File: src/rtl/decode_stage.sv
// Instruction decode stage: 32x32 register file with optional writeback forwarding,
// RV32I subset decoder, and a one-deep registered output with valid/ready handshake.
module decode_stage #(
  parameter int BYPASS = 1
) (
  input  logic        clock,
  input  logic        reset_n,
  input  logic        in_valid,
  output logic        in_ready,
  input  logic [31:0] in_instr,
  input  logic [31:0] in_pc,
  input  logic        wb_en,
  input  logic [4:0]  wb_rd,
  input  logic [31:0] wb_data,
  input  logic        flush,
  output logic        out_valid,
  input  logic        out_ready,
  output logic [31:0] out_pc,
  output logic [31:0] out_data1,
  output logic [31:0] out_data2,
  output logic [4:0]  out_alu_control,
  output logic [4:0]  out_rd,
  output logic        out_reg_write,
  output logic        out_is_branch,
  output logic [31:0] out_branch_offset,
  output logic        out_illegal
);

  localparam logic [4:0] ALU_ADD       = 5'd0;
  localparam logic [4:0] ALU_SUB       = 5'd1;
  localparam logic [4:0] ALU_SLL       = 5'd2;
  localparam logic [4:0] ALU_SLT       = 5'd3;
  localparam logic [4:0] ALU_SLTU      = 5'd4;
  localparam logic [4:0] ALU_XOR       = 5'd5;
  localparam logic [4:0] ALU_SRL       = 5'd6;
  localparam logic [4:0] ALU_SRA       = 5'd7;
  localparam logic [4:0] ALU_OR        = 5'd8;
  localparam logic [4:0] ALU_AND       = 5'd9;
  localparam logic [4:0] ALU_SLLI      = 5'd10;
  localparam logic [4:0] ALU_SRLI_SRAI = 5'd11;
  localparam logic [4:0] ALU_LUI       = 5'd12;
  localparam logic [4:0] ALU_AUIPC     = 5'd13;
  localparam logic [4:0] ALU_B_EQUAL   = 5'd14;
  localparam logic [4:0] ALU_B_NOT_EQ  = 5'd15;
  localparam logic [4:0] ALU_B_LT      = 5'd16;
  localparam logic [4:0] ALU_B_GE      = 5'd17;
  localparam logic [4:0] ALU_B_LTU     = 5'd18;
  localparam logic [4:0] ALU_B_GEU     = 5'd19;

  localparam logic [6:0] OP_R      = 7'b0110011;
  localparam logic [6:0] OP_I      = 7'b0010011;
  localparam logic [6:0] OP_LUI    = 7'b0110111;
  localparam logic [6:0] OP_AUIPC  = 7'b0010111;
  localparam logic [6:0] OP_BRANCH = 7'b1100011;

  logic [31:0] rf_q [32];
  logic [31:0] rf_d [32];

  logic        out_valid_q, out_valid_d;
  logic [31:0] out_pc_q, out_pc_d;
  logic [31:0] out_data1_q, out_data1_d;
  logic [31:0] out_data2_q, out_data2_d;
  logic [4:0]  out_alu_control_q, out_alu_control_d;
  logic [4:0]  out_rd_q, out_rd_d;
  logic        out_reg_write_q, out_reg_write_d;
  logic        out_is_branch_q, out_is_branch_d;
  logic [31:0] out_branch_offset_q, out_branch_offset_d;
  logic        out_illegal_q, out_illegal_d;

  logic [6:0]  opcode;
  logic [4:0]  rd, rs1, rs2;
  logic [2:0]  funct3;
  logic [6:0]  funct7;
  logic [31:0] imm_i, imm_u, imm_b;
  logic [31:0] rs1_val, rs2_val;
  logic        wb_hit;
  logic        capture;

  logic [31:0] dec_data1, dec_data2, dec_offset;
  logic [4:0]  dec_alu, dec_rd;
  logic        dec_writes_rd, dec_branch, dec_illegal;

  assign opcode = in_instr[6:0];
  assign rd     = in_instr[11:7];
  assign funct3 = in_instr[14:12];
  assign rs1    = in_instr[19:15];
  assign rs2    = in_instr[24:20];
  assign funct7 = in_instr[31:25];
  assign imm_i  = {{20{in_instr[31]}}, in_instr[31:20]};
  assign imm_u  = {in_instr[31:12], 12'b0};
  assign imm_b  = {{20{in_instr[31]}}, in_instr[7], in_instr[30:25], in_instr[11:8], 1'b0};

  assign wb_hit = wb_en && (wb_rd != 5'd0);

  // Forwarding only applies to a live writeback; x0 is never forwarded.
  always_comb begin
    rs1_val = rf_q[rs1];
    rs2_val = rf_q[rs2];
    if (BYPASS != 0 && wb_hit && wb_rd == rs1) rs1_val = wb_data;
    if (BYPASS != 0 && wb_hit && wb_rd == rs2) rs2_val = wb_data;
    if (rs1 == 5'd0) rs1_val = '0;
    if (rs2 == 5'd0) rs2_val = '0;
  end

  always_comb begin
    rf_d = rf_q;
    if (wb_hit) rf_d[wb_rd] = wb_data;
  end

  always_comb begin
    dec_data1     = '0;
    dec_data2     = '0;
    dec_offset    = '0;
    dec_alu       = ALU_ADD;
    dec_rd        = '0;
    dec_writes_rd = 1'b0;
    dec_branch    = 1'b0;
    dec_illegal   = 1'b0;
    case (opcode)
      OP_R: begin
        dec_data1     = rs1_val;
        dec_data2     = rs2_val;
        dec_rd        = rd;
        dec_writes_rd = 1'b1;
        case ({funct7, funct3})
          10'b0000000_000: dec_alu = ALU_ADD;
          10'b0100000_000: dec_alu = ALU_SUB;
          10'b0000000_001: dec_alu = ALU_SLL;
          10'b0000000_010: dec_alu = ALU_SLT;
          10'b0000000_011: dec_alu = ALU_SLTU;
          10'b0000000_100: dec_alu = ALU_XOR;
          10'b0000000_101: dec_alu = ALU_SRL;
          10'b0100000_101: dec_alu = ALU_SRA;
          10'b0000000_110: dec_alu = ALU_OR;
          10'b0000000_111: dec_alu = ALU_AND;
          default:         dec_illegal = 1'b1;
        endcase
      end
      OP_I: begin
        dec_data1     = rs1_val;
        dec_data2     = imm_i;
        dec_rd        = rd;
        dec_writes_rd = 1'b1;
        case (funct3)
          3'b000: dec_alu = ALU_ADD;
          3'b010: dec_alu = ALU_SLT;
          3'b011: dec_alu = ALU_SLTU;
          3'b100: dec_alu = ALU_XOR;
          3'b110: dec_alu = ALU_OR;
          3'b111: dec_alu = ALU_AND;
          3'b001: begin
            dec_alu = ALU_SLLI;
            if (funct7 != 7'b0000000) dec_illegal = 1'b1;
          end
          default: begin
            // funct7 rides along in data2[11:5] so execute can pick SRL vs SRA
            dec_alu   = ALU_SRLI_SRAI;
            dec_data2 = {20'b0, in_instr[31:20]};
            if (funct7 != 7'b0000000 && funct7 != 7'b0100000) dec_illegal = 1'b1;
          end
        endcase
      end
      OP_LUI: begin
        dec_data2     = imm_u;
        dec_alu       = ALU_LUI;
        dec_rd        = rd;
        dec_writes_rd = 1'b1;
      end
      OP_AUIPC: begin
        dec_data2     = imm_u;
        dec_alu       = ALU_AUIPC;
        dec_rd        = rd;
        dec_writes_rd = 1'b1;
      end
      OP_BRANCH: begin
        dec_data1  = rs1_val;
        dec_data2  = rs2_val;
        dec_branch = 1'b1;
        dec_offset = imm_b;
        case (funct3)
          3'b000:  dec_alu = ALU_B_EQUAL;
          3'b001:  dec_alu = ALU_B_NOT_EQ;
          3'b100:  dec_alu = ALU_B_LT;
          3'b101:  dec_alu = ALU_B_GE;
          3'b110:  dec_alu = ALU_B_LTU;
          3'b111:  dec_alu = ALU_B_GEU;
          default: dec_illegal = 1'b1;
        endcase
      end
      default: dec_illegal = 1'b1;
    endcase
    if (dec_illegal) begin
      dec_data1     = '0;
      dec_data2     = '0;
      dec_offset    = '0;
      dec_alu       = ALU_ADD;
      dec_rd        = '0;
      dec_writes_rd = 1'b0;
      dec_branch    = 1'b0;
    end
  end

  assign in_ready = !flush && (!out_valid_q || out_ready);
  assign capture  = in_valid && in_ready;

  always_comb begin
    out_valid_d         = out_valid_q;
    out_pc_d            = out_pc_q;
    out_data1_d         = out_data1_q;
    out_data2_d         = out_data2_q;
    out_alu_control_d   = out_alu_control_q;
    out_rd_d            = out_rd_q;
    out_reg_write_d     = out_reg_write_q;
    out_is_branch_d     = out_is_branch_q;
    out_branch_offset_d = out_branch_offset_q;
    out_illegal_d       = out_illegal_q;
    if (flush) begin
      out_valid_d = 1'b0;
    end else if (capture) begin
      out_valid_d         = 1'b1;
      out_pc_d            = in_pc;
      out_data1_d         = dec_data1;
      out_data2_d         = dec_data2;
      out_alu_control_d   = dec_alu;
      out_rd_d            = dec_rd;
      out_reg_write_d     = dec_writes_rd && (rd != 5'd0);
      out_is_branch_d     = dec_branch;
      out_branch_offset_d = dec_offset;
      out_illegal_d       = dec_illegal;
    end else if (out_ready) begin
      out_valid_d = 1'b0;
    end
  end

  always_ff @(posedge clock or negedge reset_n) begin
    if (!reset_n) begin
      rf_q                <= '{default: '0};
      out_valid_q         <= 1'b0;
      out_pc_q            <= '0;
      out_data1_q         <= '0;
      out_data2_q         <= '0;
      out_alu_control_q   <= '0;
      out_rd_q            <= '0;
      out_reg_write_q     <= 1'b0;
      out_is_branch_q     <= 1'b0;
      out_branch_offset_q <= '0;
      out_illegal_q       <= 1'b0;
    end else begin
      rf_q                <= rf_d;
      out_valid_q         <= out_valid_d;
      out_pc_q            <= out_pc_d;
      out_data1_q         <= out_data1_d;
      out_data2_q         <= out_data2_d;
      out_alu_control_q   <= out_alu_control_d;
      out_rd_q            <= out_rd_d;
      out_reg_write_q     <= out_reg_write_d;
      out_is_branch_q     <= out_is_branch_d;
      out_branch_offset_q <= out_branch_offset_d;
      out_illegal_q       <= out_illegal_d;
    end
  end

  assign out_valid         = out_valid_q;
  assign out_pc            = out_pc_q;
  assign out_data1         = out_data1_q;
  assign out_data2         = out_data2_q;
  assign out_alu_control   = out_alu_control_q;
  assign out_rd            = out_rd_q;
  assign out_reg_write     = out_reg_write_q;
  assign out_is_branch     = out_is_branch_q;
  assign out_branch_offset = out_branch_offset_q;
  assign out_illegal       = out_illegal_q;

endmodule

File: config.mk
export PLATFORM = sky130hd
export DESIGN_NAME = decode_stage
export DESIGN_NICKNAME = d
export VERILOG_FILES = /design/src/rtl/decode_stage.sv
export SDC_FILE = /design/constraint.sdc
export NUM_CORES = 2
export LEC_CHECK = 0
export CAP_MARGIN = 25
export CELL_PAD_IN_SITES_DETAIL_PLACEMENT = 1
export CELL_PAD_IN_SITES_GLOBAL_PLACEMENT = 1
export CORE_MARGIN = 2
export CORE_UTILIZATION = 40
export DETAILED_ROUTE_END_ITERATION = 16
export GPL_TIMING_DRIVEN = 0
export MAX_ROUTING_LAYER = met4
export PLACE_DENSITY = 0.63
export SKIP_LAST_GASP = 1
export SLEW_MARGIN = 5
export SYNTH_ARGS = -nofsm -noshare
export SYNTH_HDL_FRONTEND = slang
export SYNTH_SLANG_ARGS = --single-unit
export TNS_END_PERCENT = 10
File: constraint.sdc
create_clock -name clock -period 6 [get_ports clock]
set_input_delay 1.8 -clock clock [delete_from_list [all_inputs] [get_ports clock]]
set_output_delay 1.8 -clock clock [all_outputs]
set_load 0.02 [all_outputs]
==> reports/metrics.yaml <==
setup_path:
  timing.critical_path.to_type: "flip-flop"
  r2r-end: "out_data1[18]$_DFFE_PN0P_"
  startpoint: "in_instr[17]"
  r2r_slack_ns: 2.40
  critPathArrivalTime_ns: 6.61
  critical_path.startpoint_type: "primary input"
  crit_required_ns: 6.63
  cp_max_fo: 10
  worstRegToRegCells: 9
  crit_type: "primary input to flip-flop"
  r2r-start: "out_valid$_DFFE_PN0P_"
sta:
  hold_viol_final: 0
  fin_worst_skew_ns: 0.0369
  worstMarginPinSlew_ns: 1.24
  postLayoutSetupSlackWorst_ns: 0.0223
  maxSlewViolCount: 0
  finalSetupViolCount: 0
  timing.fmax_ghz: 0.167
  rsz0062_at_grt: "false"
  finalCritPeriodShare_pct: 99.6
  relSlewSlack_pct: 17.3
  min_period_ns: 5.98
  tns_ns: 0
logic_synthesis:
  syn_nets: 4635
  synth_area_leader_cell: "dfrtp_1"
  syn_area_per_cell_sq_um: 13.4
  netlist_instances: 4524
  synthFlopType: "dfrtp_1"
  async_flop_share_pct: 100
  yosys_register_bits: 1146
  syn_area_sq_um: 60500
  synth_top_cell_area_share_pct: 47.4
  yosysUniqueCellTypes: 66
  synth_edf_count: 0
  synth_seq_area_share_pct: 47.4
  yosys-top-cells-area: "dfrtp_1 (47%), mux2_2 (19%), mux4_2 (9.9%)"
  synth_warnings: 0
hold_path:
  holdPathStages: 2
  hold_path_class: "flip-flop to flip-flop"
  hp-start: "out_reg_write$_DFFE_PN0P_"
  worstHoldEndpoint: "out_reg_write$_DFFE_PN0P_"
power:
  swShare_pct: 30.6
  p_leak_nw: 31.5
  pwr_density_cell_nw_per_um2: 329
  pwr-share-clk_pct: 35.9
  internal_power_mw: 16.4
  seqPwrFrac_pct: 42.9
  power_switching_mw: 7.22
  ir_worst_vdd_v: 0.000210
  p_comb_share_pct: 21.1
die:
  core_area_sq_um: 150000
  io_pins: 250
  die_w_um: 393
  chipHeight_um: 393
  start_util_pct: 40.4
  rows: 142
  fp.dieArea_sq_um: 154000
routing:
  drc: 0
  drtIter0Drc: 5582
  via_count: 47023
  route.antenna.remaining_nets: 0
  drt_wl_total_um: 297000
  via_per_inst: 6.57
  wl_per_cell_um: 41.5
  drt_first_pass_iters: 8
grt:
  grt_max_degree: 163
  grt.overflow.total: 0
  first_global_vias: 47056
  grt_pass1_wl_um: 400000
  grt_usage_pct: 39.4
  antenna_found_initial: 29
place:
  place_hpwl_um: 218000
  dp.cells: 6878
  io_buffers: 235
  gp_congestion: 1.00
  post-place-ws_ns: -0.563
clock_network:
  cts_tree: "done"
  cts_sinks: 1146
  cts_buffers: 138
  post_cts_buffers: 0
  cts-root-buf: "clkbuf_16"
  post_cts_resized: 0
  htree_levels: 4
  cts_hold_buf: 0
  cts.path.max_buffers: 3
  clk_pin_slew_worst_paths_ns: 0.06
  clkLatencyLatePin_ns: 0.82
finish:
  layout_commonest_cell: "dfrtp_1"
  finalNonFillerCells: 7162
  final_nets: 5128
  syn2layout_area_growth_pct: 18.7
  final_cell_mix: "dfrtp_1 (1,146), mux2_2 (1,044), mux2i_1 (578)"
  drive_gt1_share_pct: 35.5
job:
  drv_cap: 0
run_status:
  status: "finished clean"
cells in the mapped netlist, types with 3 or more instances:
cell	instances
dfrtp_1	1146
mux2_2	1044
mux2i_1	578
clkbuf_1	319
mux4_2	265
a22oi_1	173
nor2_1	102
nand3_1	99
nand2_1	98
buf_1	88
buf_2	78
o21ai_0	78
a221oi_1	50
a22o_1	48
o22ai_1	38
a32oi_1	33
o221ai_1	30
a21oi_1	25
o21ai_1	23
buf_4	20
nand4_1	19
o31ai_1	15
nand2b_1	13
o31ai_2	10
nor2b_1	9
xnor2_1	9
nor3_1	8
o211ai_1	8
a31oi_1	7
and2_1	7
and3_1	7
inv_1	6
nand3b_1	6
o21bai_1	6
a311oi_1	5
ha_1	4
nor3b_1	4
a211oi_1	3
nor4_1	3
o22a_1	3
or2_2	3
or4_1	3
xor2_1	3
flip-flops by register name, summed over array words and instances (netlist names):
register           cells
rf_q                1024
out_data1             32
out_data2             32
out_pc                32
out_branch_offset     12
out_alu_control        5
out_rd                 5
out_illegal            1
out_is_branch          1
out_reg_write          1
out_valid              1
critical path: stages:
cell and delay (ns):
clkdlybuf4s50_1 0.65, buf_1 0.66, and2_1 0.22, clkbuf_1 0.81, clkbuf_1 0.91, a221oi_1 0.28
a221oi_1 1.09, o21ai_0 0.17
routing by layer:
| layer | GRT usage [%] | up-vias | part of all wire (%) |
|---|---|---|---|
| met5 | - | - | 0 |
| met4 | 23.4 | 0 | 7.0 |
| met3 | 11.1 | 747 | 10 |
| met2 | 55.4 | 2775 | 43 |
| met1 | 50.4 | 25318 | 40 |
| li1 | - | 18183 | - |
kinds of logic (layout without fill, tap and decap cells):
| family | count (synthesis) | count (layout) | share of synthesized area (%) |
|---|---|---|---|
| AOI/OAI and AO/OA | 565 | 565 | 6.85 |
| xor gates and xnor gates | 12 | 12 | 0.174 |
| adders and majority gates | 4 | 4 | 0.0827 |
| buffers and inverters | 514 | 1112 | 3.50 |
| DFF | 1146 | 1146 | 47.4 |
| muxes | 1887 | 1887 | 38.9 |
| other | 1 | 25 | 0.00620 |
| and+or+nand+nor | 395 | 395 | 3.14 |
worst max path at each step:
| stage | endpoint | slack (ns) | cells past startpoint |
|---|---|---|---|
| final | out_data1[0]$_DFFE_PN0P_ | 0.02 | 8 |
| after global routing | out_data1[0]$_DFFE_PN0P_ | 0.12 | 8 |
| after CTS | out_data1[0]$_DFFE_PN0P_ | 0.23 | 8 |
| after detailed placement | out_data1[0]$_DFFE_PN0P_ | -0.56 | 8 |
| after global placement | rf_q[155]$_DFFE_PN0P_ | -51.75 | 1 |
| after floorplan | out_data2[12]$_DFFE_PN0P_ | 1.91 | 9 |
cell type report:
cell class              count  area [sq um]
diodes                     24          60.1
plain buffers             508          2160
clock buffers             206          4040
clock inverters            39           423
fillers                 15212         78200
inverters                   6          22.5
multi-input cells        2864         29700
flip-flops and latches   1146         28700
well taps                2016          2520
repair buffers            353          4150
stage by stage:
stage	total power, mW	hold slack, ns	util [%]	cell area, sq um
final	23.6	0.470	47.9	71800
after global routing	24.3	0.498	47.9	71800
after CTS	23.5	0.476	47.7	71500
after detailed placement	15.1	0.462	44.7	67100
after global placement	14.9	0.455	43.6	65400
after floorplan	13.0	0.441	-	60500
power by group through the flow:
stage	sequential, mW	clock (mW)	combinational, mW
2_1_floorplan	9.91	0	3.09
3_3_place_gp	10.2	0	4.68
3_5_place_dp	10.2	0	4.87
4_1_cts	10.1	8.53	4.89
5_1_grt	10.3	8.85	5.19
6_report	10.1	8.49	4.99
Power figures use the tool's default switching activity.
